$ cat src/rtl/riscv_fwd_ctrl.sv
// Forwarding and load-use hazard controller for a 5-stage RISC-V pipeline.
// Shadows rd/we/ld through EX/MEM/WB and steers the two EX operand muxes.
module riscv_fwd_ctrl #(
    parameter int REG_AW = 5,
    parameter int CNT_W  = 32
) (
    input  logic              i_clk,
    input  logic              i_rstn,
    input  logic              i_hold,
    input  logic              i_flush,
    input  logic [REG_AW-1:0] i_id_rs1,
    input  logic [REG_AW-1:0] i_id_rs2,
    input  logic              i_id_use_rs1,
    input  logic              i_id_use_rs2,
    input  logic [REG_AW-1:0] i_id_rd,
    input  logic              i_id_we,
    input  logic              i_id_ld,
    output logic [1:0]        o_fwd_sel_a,
    output logic [1:0]        o_fwd_sel_b,
    output logic              o_stall,
    output logic [CNT_W-1:0]  o_stall_cnt
);

    logic [REG_AW-1:0] r_ex_rs1;
    logic [REG_AW-1:0] r_ex_rs2;
    logic [REG_AW-1:0] r_ex_rd;
    logic              r_ex_use1;
    logic              r_ex_use2;
    logic              r_ex_we;
    logic              r_ex_ld;
    logic [REG_AW-1:0] r_mem_rd;
    logic              r_mem_we;
    logic              r_mem_ld;
    logic [REG_AW-1:0] r_wb_rd;
    logic              r_wb_we;
    logic [CNT_W-1:0]  r_stall_cnt;

    logic w_ex_eff;
    logic w_mem_eff;
    logic w_wb_eff;
    logic w_lu;
    logic w_bubble;

    // x0 is hardwired zero, so writes to it never forward and never hazard.
    assign w_ex_eff  = r_ex_we  && (r_ex_rd  != '0);
    assign w_mem_eff = r_mem_we && (r_mem_rd != '0);
    assign w_wb_eff  = r_wb_we  && (r_wb_rd  != '0);

    assign w_lu = r_ex_ld && w_ex_eff &&
                  ((i_id_use_rs1 && (r_ex_rd == i_id_rs1)) ||
                   (i_id_use_rs2 && (r_ex_rd == i_id_rs2)));

    assign o_stall     = w_lu && !i_flush && !i_hold;
    assign w_bubble    = i_flush || w_lu;
    assign o_stall_cnt = r_stall_cnt;

    // A load still in MEM has no ALU result yet, so it never selects 01.
    always_comb begin
        o_fwd_sel_a = 2'b00;
        o_fwd_sel_b = 2'b00;
        if (r_ex_use1) begin
            if (w_mem_eff && !r_mem_ld && (r_mem_rd == r_ex_rs1)) begin
                o_fwd_sel_a = 2'b01;
            end else if (w_wb_eff && (r_wb_rd == r_ex_rs1)) begin
                o_fwd_sel_a = 2'b10;
            end
        end
        if (r_ex_use2) begin
            if (w_mem_eff && !r_mem_ld && (r_mem_rd == r_ex_rs2)) begin
                o_fwd_sel_b = 2'b01;
            end else if (w_wb_eff && (r_wb_rd == r_ex_rs2)) begin
                o_fwd_sel_b = 2'b10;
            end
        end
    end

    always_ff @(posedge i_clk or negedge i_rstn) begin
        if (!i_rstn) begin
            r_ex_rs1    <= '0;
            r_ex_rs2    <= '0;
            r_ex_rd     <= '0;
            r_ex_use1   <= 1'b0;
            r_ex_use2   <= 1'b0;
            r_ex_we     <= 1'b0;
            r_ex_ld     <= 1'b0;
            r_mem_rd    <= '0;
            r_mem_we    <= 1'b0;
            r_mem_ld    <= 1'b0;
            r_wb_rd     <= '0;
            r_wb_we     <= 1'b0;
            r_stall_cnt <= '0;
        end else if (!i_hold) begin
            r_mem_rd <= r_ex_rd;
            r_mem_we <= r_ex_we;
            r_mem_ld <= r_ex_ld;
            r_wb_rd  <= r_mem_rd;
            r_wb_we  <= r_mem_we;
            if (w_bubble) begin
                r_ex_rs1  <= '0;
                r_ex_rs2  <= '0;
                r_ex_rd   <= '0;
                r_ex_use1 <= 1'b0;
                r_ex_use2 <= 1'b0;
                r_ex_we   <= 1'b0;
                r_ex_ld   <= 1'b0;
            end else begin
                r_ex_rs1  <= i_id_rs1;
                r_ex_rs2  <= i_id_rs2;
                r_ex_rd   <= i_id_rd;
                r_ex_use1 <= i_id_use_rs1;
                r_ex_use2 <= i_id_use_rs2;
                r_ex_we   <= i_id_we;
                r_ex_ld   <= i_id_ld;
            end
            // A taken flush squashes the consumer, so no stall cycle is spent.
            if (w_lu && !i_flush && (r_stall_cnt != '1)) begin
                r_stall_cnt <= r_stall_cnt + CNT_W'(1);
            end
        end
    end

endmodule

$ cat config.mk
export PLATFORM = sky130hd
export DESIGN_NAME = riscv_fwd_ctrl
export DESIGN_NICKNAME = d
export VERILOG_FILES = /design/src/rtl/riscv_fwd_ctrl.sv
export SDC_FILE = /design/constraint.sdc
export NUM_CORES = 1
export LEC_CHECK = 0
export CELL_PAD_IN_SITES_DETAIL_PLACEMENT = 0
export CELL_PAD_IN_SITES_GLOBAL_PLACEMENT = 1
export CORE_MARGIN = 4
export CORE_UTILIZATION = 44
export DETAILED_ROUTE_END_ITERATION = 7
export PLACE_DENSITY = 0.83
export SLEW_MARGIN = 10
export SYNTH_ARGS = -nofsm -noshare
export SYNTH_HDL_FRONTEND = slang
export SYNTH_SLANG_ARGS = --single-unit
$ cat constraint.sdc
create_clock -name i_clk -period 6.9 [get_ports i_clk]
set_input_delay 0.69 -clock i_clk [delete_from_list [all_inputs] [get_ports i_clk]]
set_output_delay 0.69 -clock i_clk [all_outputs]
set_load 0.03 [all_outputs]
==> flow_metrics.tcl <==
set metrics [dict create \
    p_leak_nw 1.866 \
    min_period_ns 3.563 \
    yosys.cell_types.count 35 \
    finalCritPeriodShare 0.5164 \
    port_buffers 59 \
    critPathRequiredTime_ns 6.21 \
    via_count 2253 \
    grt_pass1_vias 2415 \
    finalSetupViolations 0 \
    antenna_found_initial 0 \
    post_cts_buffers 0 \
    grt_use_total 0.1771 \
    final.setup.tns_ns 0 \
    drv_slew 0 \
    drt_iter0_drc 118 \
    wl_met2_um 3302 \
    final_layout_size_suffix_gt1_frac 0.1134 \
    clock-root-buffer "clkbuf_8" \
    insertion_delay_ns 0.34 \
    die_x_um 92.33 \
    cp_slowest_cell "clkdlybuf4s50_1" \
    gr-total-overflow 0 \
    min_path_type "register to register" \
    cts_sinks 64 \
    slowest_delay_ns 0.67 \
    drv_cap 0 \
    wl_per_cell_um 15.80 \
    chipHeight_um 92.33 \
    cts_hold_buf 0 \
    nets 364 \
    yosysWarnings 0 \
    cts_tree "yes" \
    initial_core_util 0.4556 \
    grt_pass1_wl_um 11940 \
    gp_congestion 0.8276 \
    cts_max_path_buffers 2 \
    synth_edf_count 0 \
    first_pass_iters 4 \
    ir_drop_mv 0.1176 \
    rsz0062_at_grt "false" \
    dpl.hpwl_um 4744 \
    max_freq_ghz 0.2807 \
    wl_met1_um 3210 \
    drc 0 \
    powerDensity_nw_per_um2 215.1 \
    ys_seq_area_frac 0.5118 \
    ant_nets 0 \
    wl_um 6953 \
    status "complete, no violations" \
    hold_viol 0 \
    power_uw 865.5 \
    io_pins 60 \
    path_cells "clkdlybuf4s50_1, xnor2_1, nand4_1, o22ai_1, nand2_1, inv_1, clkdlybuf4s50_1" \
    post_dp_cell_area_sq_um 3804 \
    post_cts.resized_instances 0 \
    slew_headroom 0.4354 \
    ys.flop_type "dfrtp_1" \
    viasPerCell 5.120 \
    multi_input_area_sq_um 1451 \
    fin_area_sq_um 4024 \
    antenna_cells 0 \
    arrival_ns 2.87 \
    worst_pin_slew_ns 0.8442 \
    synth_area_per_cell_sq_um 11.38 \
    critPathMostFrequentCell "clkdlybuf4s50_1" \
    clock_skew_ns 0.006509 \
    syn_to_final_growth_pct 28.59 \
    syn_inst 275 \
    rows 30 \
    path_class "input port to output pin" \
    syn_nets 299 \
    nFillCells 610 \
    cts-buffers-inserted 9 \
    ys_ff_latch 64 \
    cp-end-kind "output pin" \
    grt_max_degree 65 \
    htreeDepth 3 \
    die_area_sq_um 8525 \
    async_reset_ff_frac 1.000 \
    wl_met3_um 326 \
    synth_area_sq_um 3129 \
    worst_setup_path_start_kind "input port" \
    clk_pin_slew_ns 0.06 \
    core_sq_um 6869 \
    regArea_sq_um 1602 \
    cp_max_fo 3 \
    maxUsedRoutingLayer "met4" \
]
==> per-stage QoR <==
| stage | worst slack [ns] | hold slack, ns | instances | utilization |
|---|---|---|---|---|
| detailed placement | 3.348 | 0.4741 | 425 | 0.5537 |
| finish | 3.337 | 0.4823 | 440 | 0.5858 |
| global route | 3.155 | 0.5036 | 440 | 0.5858 |
| CTS | 3.342 | 0.4900 | 440 | 0.5858 |
| global placement | 3.363 | 0.4720 | 425 | 0.5537 |
| floorplan | 4.307 | 0.3944 | 275 | - |
==> worst paths after layout <==
| path | startpoint | to | slack [ns] | depth (start not counted) |
|---|---|---|---|---|
| max in group asynchronous | i_rstn | o_stall_cnt[28] | 5.86 | 2 |
| worst min register to register | o_stall_cnt[14] | o_stall_cnt[14] | 0.48 | 1 |
| worst max register to register | o_stall_cnt[0] | o_stall_cnt[1] | 4.17 | 7 |
| worst max-delay path | i_id_rs1[0] | o_stall | 3.34 | 7 |
| min in group asynchronous | i_rstn | r_ex_rs1[1] | 0.52 | 2 |
| worst min-delay path | o_stall_cnt[14] | o_stall_cnt[14] | 0.48 | 1 |
==> layout make-up <==
| cell class | instances | area share |
|---|---|---|
| repair buffers | 62 | 0.1511 |
| clock buffers | 12 | 0.03856 |
| multi-input cells | 197 | 0.3607 |
| well taps | 96 | 0.02985 |
| inverters | 6 | 0.005597 |
| clock inverters | 3 | 0.01617 |
| flip-flops and latches | 64 | 0.3980 |
==> worst max-delay path, delay by kind of cell <==
kind                      cells  cell delay, ns
AOI/OAI and AO/OA             1            0.46
xor gates and xnor gates      1            0.15
buffers and inverters         3            1.30
and+or+nand+nor               2            0.27
==> cells in the mapped netlist (3+ instances only) <==
cell type	n	area, sq um
a22o_1	19	166.4
and3_1	4	25.02
buf_6	3	33.78
dfrtp_1	64	1602
inv_1	5	18.77
mux2_2	13	146.4
nand2_1	18	67.56
nand3_1	14	70.07
nand4_1	7	43.79
nor2_1	17	63.81
nor3_1	12	60.06
nor4_1	10	62.56
or4_1	3	22.52
xnor2_1	20	175.2
xor2_1	40	350.3
==> state kept, by name, indices dropped and copies added, names as in the netlist <==
name,cells
r_ex_we,1
o_stall_cnt,32
r_ex_rd,5
r_mem_we,1
r_ex_ld,1
r_mem_rd,5
r_mem_ld,1
r_wb_rd,5
r_wb_we,1
r_ex_use2,1
r_ex_rs2,5
r_ex_rs1,5
r_ex_use1,1
==> cell usage in the layout, fill, tap and decap left out, types with 12 or more instances in the layout <==
master / count
dfrtp_1: 64
clkdlybuf4s50_1: 58
xor2_1: 40
xnor2_1: 20
a22o_1: 19
nand2_1: 18
nor2_1: 17
nand3_1: 14
mux2_2: 13
nor3_1: 12
==> power by group <==
group / leakage (nW) / switching [mW] / internal (mW)
Clock: 0.112 / 0.140 / 0.221
Sequential: 0.859 / 0.0239 / 0.393
Combinational: 0.895 / 0.0387 / 0.0486
Total: 1.87 / 0.203 / 0.663
==> routing by layer <==
layer	global-route usage	vias to the layer above
met5	0	-
met3	0.04387	10
met4	0.07550	0
met1	0.2318	1093
li1	-	1102
met2	0.2798	48
==> kinds of logic (layout without fill, tap and decap cells) <==
| family | Yosys count | after routing | share of synthesized area |
|---|---|---|---|
| xor gates and xnor gates | 60 | 60 | 0.1679 |
| and+or+nand+nor | 96 | 96 | 0.1647 |
| AOI/OAI and AO/OA | 26 | 26 | 0.07677 |
| buffers and inverters | 14 | 83 | 0.02439 |
| DFF | 64 | 64 | 0.5118 |
| adders and majority gates | 1 | 1 | 0.003998 |
| muxes | 14 | 14 | 0.05038 |
Power figures use the tool's default switching activity.
